`src/rtl/mod_147_11_link_mon.sv`:
```
// Link status monitor: derives pcs_status from HEARTBEAT/RX_DV activity with
// hysteresis counters, a hold timer, a latching-low status copy and link event pulses.
module mod_147_11_link_mon #(
    parameter int CNT_W       = 8,
    parameter int TMR_W       = 20,
    parameter int HOLD_CYCLES = 500000,
    parameter int EVT_W       = 16
) (
    input  logic             clk,
    input  logic             reset_n,
    input  logic             pcs_reset,
    input  logic             mr_autoneg_enable,
    input  logic             an_link_good,
    input  logic             multidrop,
    input  logic [1:0]       rx_cmd,
    input  logic             RX_DV,
    input  logic             CRS,
    input  logic [CNT_W-1:0] ACTIVE_CNT,
    input  logic [CNT_W-1:0] INACTIVE_CNT,
    input  logic             status_rd,
    output logic [2:0]       mod_147_11_state,
    output logic             pcs_status,
    output logic             pcs_status_ll,
    output logic             link_up,
    output logic             link_down,
    output logic [EVT_W-1:0] link_evt_cnt,
    output logic [CNT_W-1:0] cnt_h,
    output logic [CNT_W-1:0] cnt_l
);

    localparam logic [2:0] S_INACTIVE   = 3'd0;
    localparam logic [2:0] S_COUNT_DOWN = 3'd1;
    localparam logic [2:0] S_COUNT_UP   = 3'd2;
    localparam logic [2:0] S_HOLD_OFF   = 3'd3;
    localparam logic [2:0] S_ACTIVE     = 3'd4;
    localparam logic [2:0] S_HOLD_ON    = 3'd5;

    localparam logic [CNT_W-1:0] CNT_MAX  = {CNT_W{1'b1}};
    localparam logic [EVT_W-1:0] EVT_MAX  = {EVT_W{1'b1}};
    localparam logic [TMR_W-1:0] TMR_LOAD = TMR_W'(HOLD_CYCLES - 1);

    logic [2:0]       state_reg, state_next;
    logic [CNT_W-1:0] cnt_h_reg, cnt_h_next;
    logic [CNT_W-1:0] cnt_l_reg, cnt_l_next;
    logic             status_reg, status_next;
    logic             timer_restart;
    logic [TMR_W-1:0] timer_reg;
    logic             status_d_reg;
    logic             link_up_reg, link_down_reg;
    logic             ll_reg;
    logic [EVT_W-1:0] evt_reg;

    logic hb, idle, force_inactive, timer_done, entering, up_det, down_det;

    assign hb             = (rx_cmd == 2'b10) | RX_DV;
    assign idle           = (rx_cmd == 2'b11) & ~RX_DV;
    assign force_inactive = pcs_reset | ~mr_autoneg_enable | ~an_link_good | multidrop;
    assign timer_done     = (timer_reg == '0);
    assign up_det         = ~status_d_reg & status_reg;
    assign down_det       = status_d_reg & ~status_reg;

    // State and entry-action registers
    always_ff @(posedge clk or negedge reset_n) begin
        if (!reset_n) begin
            state_reg  <= S_INACTIVE;
            cnt_h_reg  <= '0;
            cnt_l_reg  <= '0;
            status_reg <= 1'b0;
            timer_reg  <= '0;
        end else begin
            state_reg  <= state_next;
            cnt_h_reg  <= cnt_h_next;
            cnt_l_reg  <= cnt_l_next;
            status_reg <= status_next;
            if (timer_restart)
                timer_reg <= TMR_LOAD;
            else if (!timer_done)
                timer_reg <= timer_reg - 1'b1;
        end
    end

    always_comb begin
        state_next = state_reg;
        if (force_inactive) begin
            state_next = S_INACTIVE;
        end else begin
            case (state_reg)
                S_INACTIVE:   if (hb) state_next = S_COUNT_UP;
                S_COUNT_UP: begin
                    if (cnt_h_reg == ACTIVE_CNT)
                        state_next = S_ACTIVE;
                    else if (idle && !CRS && (cnt_h_reg < ACTIVE_CNT))
                        state_next = S_HOLD_OFF;
                end
                S_HOLD_OFF: begin
                    if (hb)
                        state_next = S_COUNT_UP;
                    else if (timer_done && idle)
                        state_next = S_INACTIVE;
                end
                S_ACTIVE: begin
                    if (hb)
                        state_next = S_HOLD_ON;
                    else if (timer_done)
                        state_next = S_COUNT_DOWN;
                end
                S_HOLD_ON:    if (idle) state_next = S_ACTIVE;
                S_COUNT_DOWN: state_next = (cnt_l_reg == INACTIVE_CNT) ? S_INACTIVE : S_ACTIVE;
                default:      state_next = S_INACTIVE;
            endcase
        end
    end

    // Entry actions fire only on an actual state change; INACTIVE's are idempotent.
    assign entering = (state_next != state_reg);

    always_comb begin
        cnt_h_next    = cnt_h_reg;
        cnt_l_next    = cnt_l_reg;
        status_next   = status_reg;
        timer_restart = 1'b0;
        case (state_next)
            S_INACTIVE: begin
                status_next = 1'b0;
                cnt_h_next  = '0;
                cnt_l_next  = '0;
            end
            S_COUNT_UP: if (entering) begin
                cnt_h_next    = (cnt_h_reg == CNT_MAX) ? cnt_h_reg : cnt_h_reg + 1'b1;
                timer_restart = 1'b1;
            end
            S_ACTIVE: if (entering) begin
                status_next   = 1'b1;
                timer_restart = 1'b1;
            end
            S_HOLD_ON:    if (entering) cnt_l_next = '0;
            S_COUNT_DOWN: if (entering)
                cnt_l_next = (cnt_l_reg == CNT_MAX) ? cnt_l_reg : cnt_l_reg + 1'b1;
            default: ;
        endcase
    end

    // Link event pulses lag pcs_status by one clock; a link drop beats a read.
    always_ff @(posedge clk or negedge reset_n) begin
        if (!reset_n) begin
            status_d_reg  <= 1'b0;
            link_up_reg   <= 1'b0;
            link_down_reg <= 1'b0;
            ll_reg        <= 1'b0;
            evt_reg       <= '0;
        end else begin
            status_d_reg  <= status_reg;
            link_up_reg   <= up_det;
            link_down_reg <= down_det;
            if (down_det)
                ll_reg <= 1'b0;
            else if (status_rd)
                ll_reg <= status_reg;
            if (down_det)
                evt_reg <= status_rd ? EVT_W'(1) : ((evt_reg == EVT_MAX) ? evt_reg : evt_reg + 1'b1);
            else if (status_rd)
                evt_reg <= '0;
        end
    end

    assign mod_147_11_state = state_reg;
    assign pcs_status       = status_reg;
    assign pcs_status_ll    = ll_reg;
    assign link_up          = link_up_reg;
    assign link_down        = link_down_reg;
    assign link_evt_cnt     = evt_reg;
    assign cnt_h            = cnt_h_reg;
    assign cnt_l            = cnt_l_reg;

endmodule

```
`config.mk`:
```
export PLATFORM = sky130hd
export DESIGN_NAME = mod_147_11_link_mon
export DESIGN_NICKNAME = d
export VERILOG_FILES = /design/src/rtl/mod_147_11_link_mon.sv
export SDC_FILE = /design/constraint.sdc
export NUM_CORES = 1
export LEC_CHECK = 0
export CAP_MARGIN = 20
export CORE_ASPECT_RATIO = 0.5
export CORE_UTILIZATION = 40
export CTS_CLUSTER_DIAMETER = 40
export DETAILED_ROUTE_END_ITERATION = 6
export HOLD_SLACK_MARGIN = 0.15
export PLACE_DENSITY = 0.77
export SLEW_MARGIN = 0
export SYNTH_ARGS = -nofsm -noshare
export SYNTH_HDL_FRONTEND = slang
export SYNTH_SLANG_ARGS = --single-unit
```
`constraint.sdc`:
```
create_clock -name clk -period 2.85 [get_ports clk]
set_input_delay 0.4275 -clock clk [delete_from_list [all_inputs] [get_ports clk]]
set_output_delay 0.4275 -clock clk [all_outputs]
set_load 0.1 [all_outputs]
```
Word-level counts from Yosys, hierarchy flattened
Index checks and enable logic that the tools add are counted.

word-level totals
  bits in registers = 60
  output and inout bits = 39
  input bits = 27

cells by class
  reductions and logical operators = 16
  bitwise gates (word level) = 12
  equal/unequal tests = 25
  mux-type cells = 30
  order comparisons = 1
  add/sub/neg operators = 4

operators with widths
  kind                                                                  count
  16-bit two-way mux                                                    4
  20-bit two-way mux                                                    2
  8-bit two-way mux                                                     5
  3-bit two-way mux                                                     10
  8-bit case mux with 3 select lines                                    1
  20-bit logical NOT                                                    1
  20-bit by 1-bit subtractor with 20-bit output, second input constant  1
  3-bit case mux with 6 select lines                                    1
  16-bit by 1-bit adder with 16-bit output, second input constant       1
  8-bit by 1-bit adder with 8-bit output, second input constant         2
  16-bit == test, second input constant                                 1
  8-bit == test                                                         2
  8-bit == test, second input constant                                  2
  2-bit inequality test, second input constant                          8
  8-bit case mux with 2 select lines                                    1
  3-bit == test, second input constant                                  4
  3-bit by 2-bit == test with 1-bit output, second input constant       3
  8-bit < comparator                                                    1
  3-bit by 1-bit == test with 1-bit output, second input constant       2
  3-bit logical NOT                                                     2
  2-bit nonzero test                                                    3
  1-bit two-way mux                                                     5
  1-bit inverter                                                        5
  2-bit == test, second input constant                                  2
  other kinds (11)                                                      19

Logic depth before layout (Yosys ltp)
Gate-level depths: netlist of the first run.

  word-level depth = 12
  gate-level depth with buffers = 10

Worst setup path after synthesis of the first run
OpenSTA, ideal clock, no wires.

  path type = register to register
  start = reg state_reg[1] (netlist: mod_147_11_state[1])
  end = reg timer_reg[16]
  data arrival time = 3.495 ns
  path buffers = 1
  stages on the path, launching flop included = 9
  slack = -0.771 ns
  cell sequence = dfrtp_1 > clkbuf_2 > or3b_2 > or3_1 > o21ai_0 > nor3_1 > o21ai_0 > o2111ai_2 > a221o_1

between the ends
  longest elaborated chain between the ends = 8

RTL lines
  item                                                                                 line         RTL
  from (decl)                                                                          42           logic [2:0] state_reg, state_next;
  from (signal assigned)                                                               71           state_reg <= state_next;
  3-bit two-way mux (on tied branches)                                                 104, 92, 98
  3-bit two-way mux (on tied branches)                                                 102, 90, 96
  3-bit case mux with 6 select lines                                                   87           case (state_reg)
  3-bit two-way mux                                                                    84           if (force_inactive) begin
  3-bit inequality test, or another cell as far along                                  115          assign entering = (state_next != state_reg);
  1-bit two-way mux / 2-bit OR reduction (equally long branches)                       --
  1-bit two-way mux (*)                                                                --
  2-bit inequality test (no source line) / 20-bit two-way mux (equally long branches)  --
  to (signal assigned)                                                                 78           timer_reg <= timer_reg - 1'b1;
  to (decl)                                                                            47           logic [TMR_W-1:0] timer_reg;

Mark *: on every way between the ends. The rest lies on a longest branch, timed or not.
A chain may end at the register's enable or synchronous reset.

Final worst setup path of the first run
  start = reg timer_reg[4]
  end = reg cnt_h_reg[2] (netlist: cnt_h[2])

between the ends
  longest elaborated chain between the ends = 9

RTL lines
  item                                                                                 line  RTL
  20-bit logical NOT (*)                                                               58    assign timer_done = (timer_reg == '0);
  1-bit logical AND                                                                    98    else if (timer_done && idle)
  3-bit two-way mux                                                                    98
  3-bit two-way mux                                                                    96    if (hb)
  3-bit case mux with 6 select lines (*)                                               87
  3-bit two-way mux (*)                                                                84
  3-bit by 2-bit == test with 1-bit output, or another cell as far along               122   case (state_next)
  2-bit inequality test (no source line) / 2-bit nonzero test (equally long branches)  --
  3-bit AND reduction (no source line)                                                 --
  to (signal assigned)                                                                 72    cnt_h_reg <= cnt_h_next;
  to (decl)                                                                            43    logic [CNT_W-1:0] cnt_h_reg, cnt_h_next;

Marked as above.

==> results of run 1 <==
[synthesized netlist by cell type (all sizes together), types with 2 or more instances]
library cell / n / area, um^2
nand3b: 3 / 22.5
nor4b: 2 / 23.8
o311a: 2 / 21.3
or4: 6 / 46.3
nand3: 21 / 105
clkbuf: 6 / 23.8
a21oi: 26 / 141
nor3: 20 / 111
a31oi: 4 / 40.0
nor3b: 3 / 27.5
or2: 3 / 18.8
ha: 12 / 150
and3: 3 / 18.8
nand2b: 4 / 25.0
nor2: 32 / 120
o31ai: 5 / 37.5
or3: 15 / 105
mux2i: 2 / 20.0
a21boi: 5 / 37.5
o22ai: 2 / 12.5
a21o: 2 / 15.0
a41oi: 2 / 17.5
xor2: 13 / 114
a211o: 3 / 26.3
xnor2: 18 / 158
inv: 20 / 75.1
and2: 3 / 18.8
o211ai: 7 / 52.6
buf: 6 / 38.8
nand2: 39 / 149
o21ai: 31 / 159
nand4: 5 / 31.3
dfrtp: 60 / 1500
nor4: 4 / 25.0
or3b: 2 / 17.5
nor2b: 2 / 12.5
[stage by stage]
stage | std cells | hold WS, ns
6_report | 658 | 0.272
5_1_grt | 658 | 0.358
4_1_cts | 650 | 0.303
3_5_place_dp | 629 | 0.441
3_3_place_gp | 629 | 0.440
2_1_floorplan | 408 | 0.132
[worst min-delay path by stage]
| stage | cells after the start | slack (ns) | to |
|---|---|---|---|
| 2_1_floorplan | 0 | 0.13 | cnt_h[0] |
| 4_1_cts | 2 | 0.30 | timer_reg[7] |
| 5_1_grt | 2 | 0.36 | timer_reg[7] |
| 6_report | 2 | 0.27 | timer_reg[7] |
| 3_3_place_gp | 1 | 0.44 | link_up |
| 3_5_place_dp | 1 | 0.44 | link_up |
[cell type report]
type / instances / area share [%]
Timing Repair Buffer: 129 / 20.5
Inverter: 20 / 1.40
Clock inverter: 3 / 0.374
Multi-Input combinational cell: 316 / 41.2
Sequential cell: 60 / 28.7
Clock buffer: 13 / 5.04
Tap cell: 117 / 2.73
[timing repair]
| action | 4_1_cts | 5_1_grt |
|---|---|---|
| buffers inserted | 5 | 5 |
| gates cloned | 0 | 3 |
| gates resized for setup | 7 | 54 |
| pin swaps | 8 | 14 |
| hold endpoints to repair | 0 | 0 |
| setup endpoints to repair | 19 | 36 |
[kinds of logic after synthesis]
kind of cell / after synthesis / synth area share, %
mux: 2 / 0.543
flops: 60 / 40.7
compound gates: 100 / 18.8
simple gates: 171 / 24.8
buf+inv: 32 / 3.73
fa+ha+maj: 12 / 4.07
xor+xnor: 31 / 7.36
[layer usage]
metal  vias up  GRT usage, %
met5         -             0
met4         0          4.71
met3        15          4.21
met2        89          33.4
met1      1762          28.0
li1       1743             -
[report_power, final]
part | internal [mW] | leakage (nW) | switching [mW] | total [mW]
Sequential | 0.922 | 0.726 | 0.0484 | 0.970
Combinational | 0.256 | 1.30 | 0.234 | 0.490
Clock | 0.658 | 0.138 | 0.381 | 1.04
Total | 1.84 | 2.16 | 0.664 | 2.50
==> results.cfg, run 1 <==
[status]
status = finished with violations
violations = setup timing

[logic_synthesis]
yosysUniqueCellTypes = 67
synth_nets = 447
syn_area_mm2 = 0.00369
synth_edf_count = 0
yosysSeqAreaShare_pct = 40.7
synth_seq_cells = 60
ys.flop_type = dfrtp_1
synth_warnings = 0
syn_avg_cell_area_um2 = 9.04
ys_async_sr_fraction_pct = 100
netlist_instances = 408

[route]
wl_met1_mm = 4.56
drt_iter0_markers = 229
final_antenna_net_count = 0
met3_wirelength_um = 423
vias = 3609
wl_met2_mm = 4.97
via_per_inst = 5.48
route.detailed.drc = 0
dr.pass1.iters = 4
top_layer_used = met4
wl_mm = 10.1
wl_per_cell_um = 15.4

[worst_setup_path]
path_delay_family = simple AND/OR/NAND/NOR gates
crit_path_cell_trace = or4_4, or3_4, buf_4, o32ai_4, buf_6, nor3_4, buf_6, a21oi_4, or4b_4, nand2_1
reg2reg_to = cnt_h[2]
cp.depth = 10
reg2reg_depth = 10
cpPeakStageDelay_ns = 0.55
cp_num_buf_inv = 3
crit_arrival_ns = 3.25
required_ns = 3.11
setup.worst_path.start_class = flop
cp_common_cell = buf_6
rrSetupSlack_ns = -0.14
cp_max_fo = 3
endpoint = cnt_h[2]
r2r_start = timer_reg[4]
crit_path_end_kind = flop
crit_slowest_cell = or4_4
crit_start = timer_reg[4]
crit_type = reg2reg

[cts]
root_buffer = clkbuf_16
ctsHoldBuffers = 0
cts_made_buffers = 9
clk_pin_slew_ns = 0.05
clock_path_buffers = 2
clk_latency_ns = 0.33
clock-sinks = 60
cts_max_level = 3
cts_tree = yes

[floorplanning]
die-area_mm2 = 0.00963
die_w_um = 138
initial_core_util_pct = 41.8
core_area_mm2 = 0.00883
fp-row-count = 24
io_pins = 66
fp.dieH_um = 69.9

[finish]
area_growth_pct = 45.3
antennaDiodeCount = 0
final_cell_mix = 88 x buf_4, 38 x nand2_1, 37 x dfrtp_1
fin_util_pct = 60.7
mostFrequentLayoutCell = buf_4
n_fill_cell = 727
stdcell_area_mm2 = 0.00536
largest_reg_flops = 20
drive_gt1_share_pct = 35.1
multi_input_area_mm2 = 0.00221
nets = 575
regArea_mm2 = 0.00154

[global_route]
grt_antenna_before_repair = 0
grt_max_degree = 61
grt_pass1_wl_mm = 15.6
grt_overflow_total = 0
grt_usage_pct = 20.5
grt_pass1_vias = 3262

[sta]
hold_violations = 0
setup_slack_ns = -0.139
maxSlewHeadroom_pct = 47.0
setup_violations = 22
slew_viol_final = 0
period_minus_slack_ns = 2.99
fin_crit_sh_pct = 105
max_slew.worst_pin.slew_ns = 0.795
clock.fmax_ghz = 0.335
fin_setup_tns_ns = -0.954
skew_ns = 0.00522
rsz0062_at_grt = yes

[min_path]
hold_class = in2async

[power_and_ir_drop]
power_leakage_nw = 2.16
ir_drop_v = 0.000345
power_density_mw_per_mm2 = 467
p_total_mw = 2.50

[place]
pre_cts_ws_ns = -0.335
port_buffers = 65
place.gp.congestion = 0.849
placed_cell_area_mm2 = 0.00476
hpwl_mm = 6.62

[flow_run]
maxCapViolations = 0
(Power assumes the default switching activity.)
==> run 2, diff against run 1 <==
--- a/config.mk
+++ b/config.mk
@@ -7,7 +7,7 @@
 export LEC_CHECK = 0
 export CAP_MARGIN = 20
 export CORE_ASPECT_RATIO = 0.5
-export CORE_UTILIZATION = 40
+export CORE_UTILIZATION = 48
 export CTS_CLUSTER_DIAMETER = 40
 export DETAILED_ROUTE_END_ITERATION = 6
 export HOLD_SLACK_MARGIN = 0.15
==> results.cfg, run 2 (synthesized netlist as in run 1, its figures left out) <==
[status]
status = finished with violations
violations = setup timing

[global_route]
grt_antenna_before_repair = 0
grt_usage_pct = 26.2
grt_max_degree = 42
grt_pass1_vias = 3390
grt_overflow_total = 0
grt_pass1_wl_mm = 16.4

[worst_setup_path]
crit_path_end_kind = flop
crit_arrival_ns = 3.24
reg2reg_depth = 10
required_ns = 3.11
cp_max_fo = 5
setup.worst_path.start_class = flop
rrSetupSlack_ns = -0.13
cpPeakStageDelay_ns = 0.55
cp_common_cell = buf_4
crit_type = reg2reg
crit_slowest_cell = or4_4
r2r_start = timer_reg[4]
crit_path_cell_trace = or4_4, or3_4, buf_4, o32ai_4, buf_6, a21oi_4, buf_4, or3b_1, a311o_1, o21ai_2
reg2reg_to = cnt_l[1]

[route]
vias = 3702
drt_iter0_markers = 226
final_antenna_net_count = 0
dr.pass1.iters = 5
wl_mm = 10.2
route.detailed.drc = 0
wl_per_cell_um = 15.9
via_per_inst = 5.76

[cts]
clock-sinks = 60
cts_tree = yes
cts_max_level = 3
clk_latency_ns = 0.33
clock_path_buffers = 2
cts_made_buffers = 9
clk_pin_slew_ns = 0.05
root_buffer = clkbuf_16

[sta]
clock.fmax_ghz = 0.335
whs_ns = 0.495
maxSlewHeadroom_pct = 66.0
rsz0062_at_grt = yes
setup_slack_ns = -0.131
skew_ns = 0.00873
fin_crit_sh_pct = 105
period_minus_slack_ns = 2.98
hold_violations = 0
max_slew.worst_pin.slew_ns = 0.511
setup_violations = 25
slew_viol_final = 0

[min_path]
holdPathEnd = link_up
worstHoldStart = status_d_reg
hold_depth = 1
hold_class = reg2reg

[power_and_ir_drop]
p_comb_share_pct = 18.1
switching_share_pct = 24.6
power_leakage_nw = 2.21
power_density_mw_per_mm2 = 495
p_sw_mw = 0.659
intPower_mw = 2.02
p_total_mw = 2.67
ir_drop_v = 0.000318
p_seq_share_pct = 36.3
clkPwrFrac_pct = 45.6

[floorplanning]
die-area_mm2 = 0.00806
io_pins = 66
initial_core_util_pct = 50.0
die_w_um = 126
fp.dieH_um = 64.0
core_area_mm2 = 0.00738
fp-row-count = 22

[finish]
largest_reg_flops = 20
antennaDiodeCount = 0
final_cell_mix = 98 x buf_4, 38 x nand2_1, 37 x dfrtp_1
drive_gt1_share_pct = 34.2
nets = 581
multi_input_area_mm2 = 0.00217
area_growth_pct = 46.4
regArea_mm2 = 0.00154
n_fill_cell = 520
mostFrequentLayoutCell = buf_4
stdcell_area_mm2 = 0.00540
fin_util_pct = 73.2

[place]
port_buffers = 65
hpwl_mm = 6.77
place.gp.congestion = 0.878
placed_cell_area_mm2 = 0.00482
pre_cts_ws_ns = -0.318

[flow_run]
maxCapViolations = 0
==> run 2: layout make-up <==
| class | instances | share of cell area, % |
|---|---|---|
| clock buffer | 13 | 5.00 |
| tap | 96 | 2.22 |
| sequential | 60 | 28.5 |
| inverter | 20 | 1.39 |
| clock inverter | 3 | 1.25 |
| multi-input combinational | 316 | 40.2 |
| timing repair buffer | 135 | 21.4 |
==> run 2: power by group through the flow <==
stage	Sequential (mW)	Clock (mW)	Combinational (mW)
after CTS	0.970	1.22	0.455
after floorplan	1.00	0	0.195
after global placement	0.977	0	0.426
final	0.972	1.22	0.483
after detailed placement	0.981	0	0.433
after global routing	0.976	1.27	0.534
==> run 2: per-layer routing <==
| layer | track usage, % | part of all wire (%) | wire (um) |
|---|---|---|---|
| met5 | 0 | 0 | 0 |
| met3 | 6.53 | 4.8 | 494 |
| met1 | 34.4 | 46 | 4740 |
| met2 | 41.9 | 47 | 4830 |
| met4 | 10.1 | 1.7 | 175 |
==> run 2: how the worst max path moves through the flow <==
stage	from	end	slack [ns]	cells past startpoint
floorplan	timer_reg[5]	cnt_l[1]	-0.12	9
global placement	ACTIVE_CNT[7]	timer_reg[1]	-0.28	10
detailed placement	ACTIVE_CNT[7]	timer_reg[1]	-0.32	11
CTS	timer_reg[4]	cnt_l[2]	-0.13	9
global route	timer_reg[4]	cnt_l[1]	-0.19	7
finish	timer_reg[4]	cnt_l[1]	-0.13	10
==> run 2: stage by stage <==
step           setup TNS [ns]  cells
3_3_place_gp            -4.68    614
6_report                -1.88    643
5_1_grt                 -3.69    643
2_1_floorplan          -0.674    408
4_1_cts                 -1.19    636
3_5_place_dp            -6.22    614
==> run 2: worst max-delay path: cells and delay by family, from the launching register on <==
family | cells | cell delay [ns]
compound gates | 4 | 0.74
simple gates | 3 | 1.31
buf+inv | 3 | 0.47
flops | 1 | 0.38
==> run 2: repair_timing <==
| item | CTS | global route |
|---|---|---|
| hold buffers | 1 | 0 |
| endpoints found under the setup margin | 19 | 37 |
| pin swaps | 10 | 7 |
| setup buffers | 5 | 6 |
| cloned | 0 | 1 |
| hold endpoints to repair | 19 | 0 |
| resized for setup | 15 | 26 |
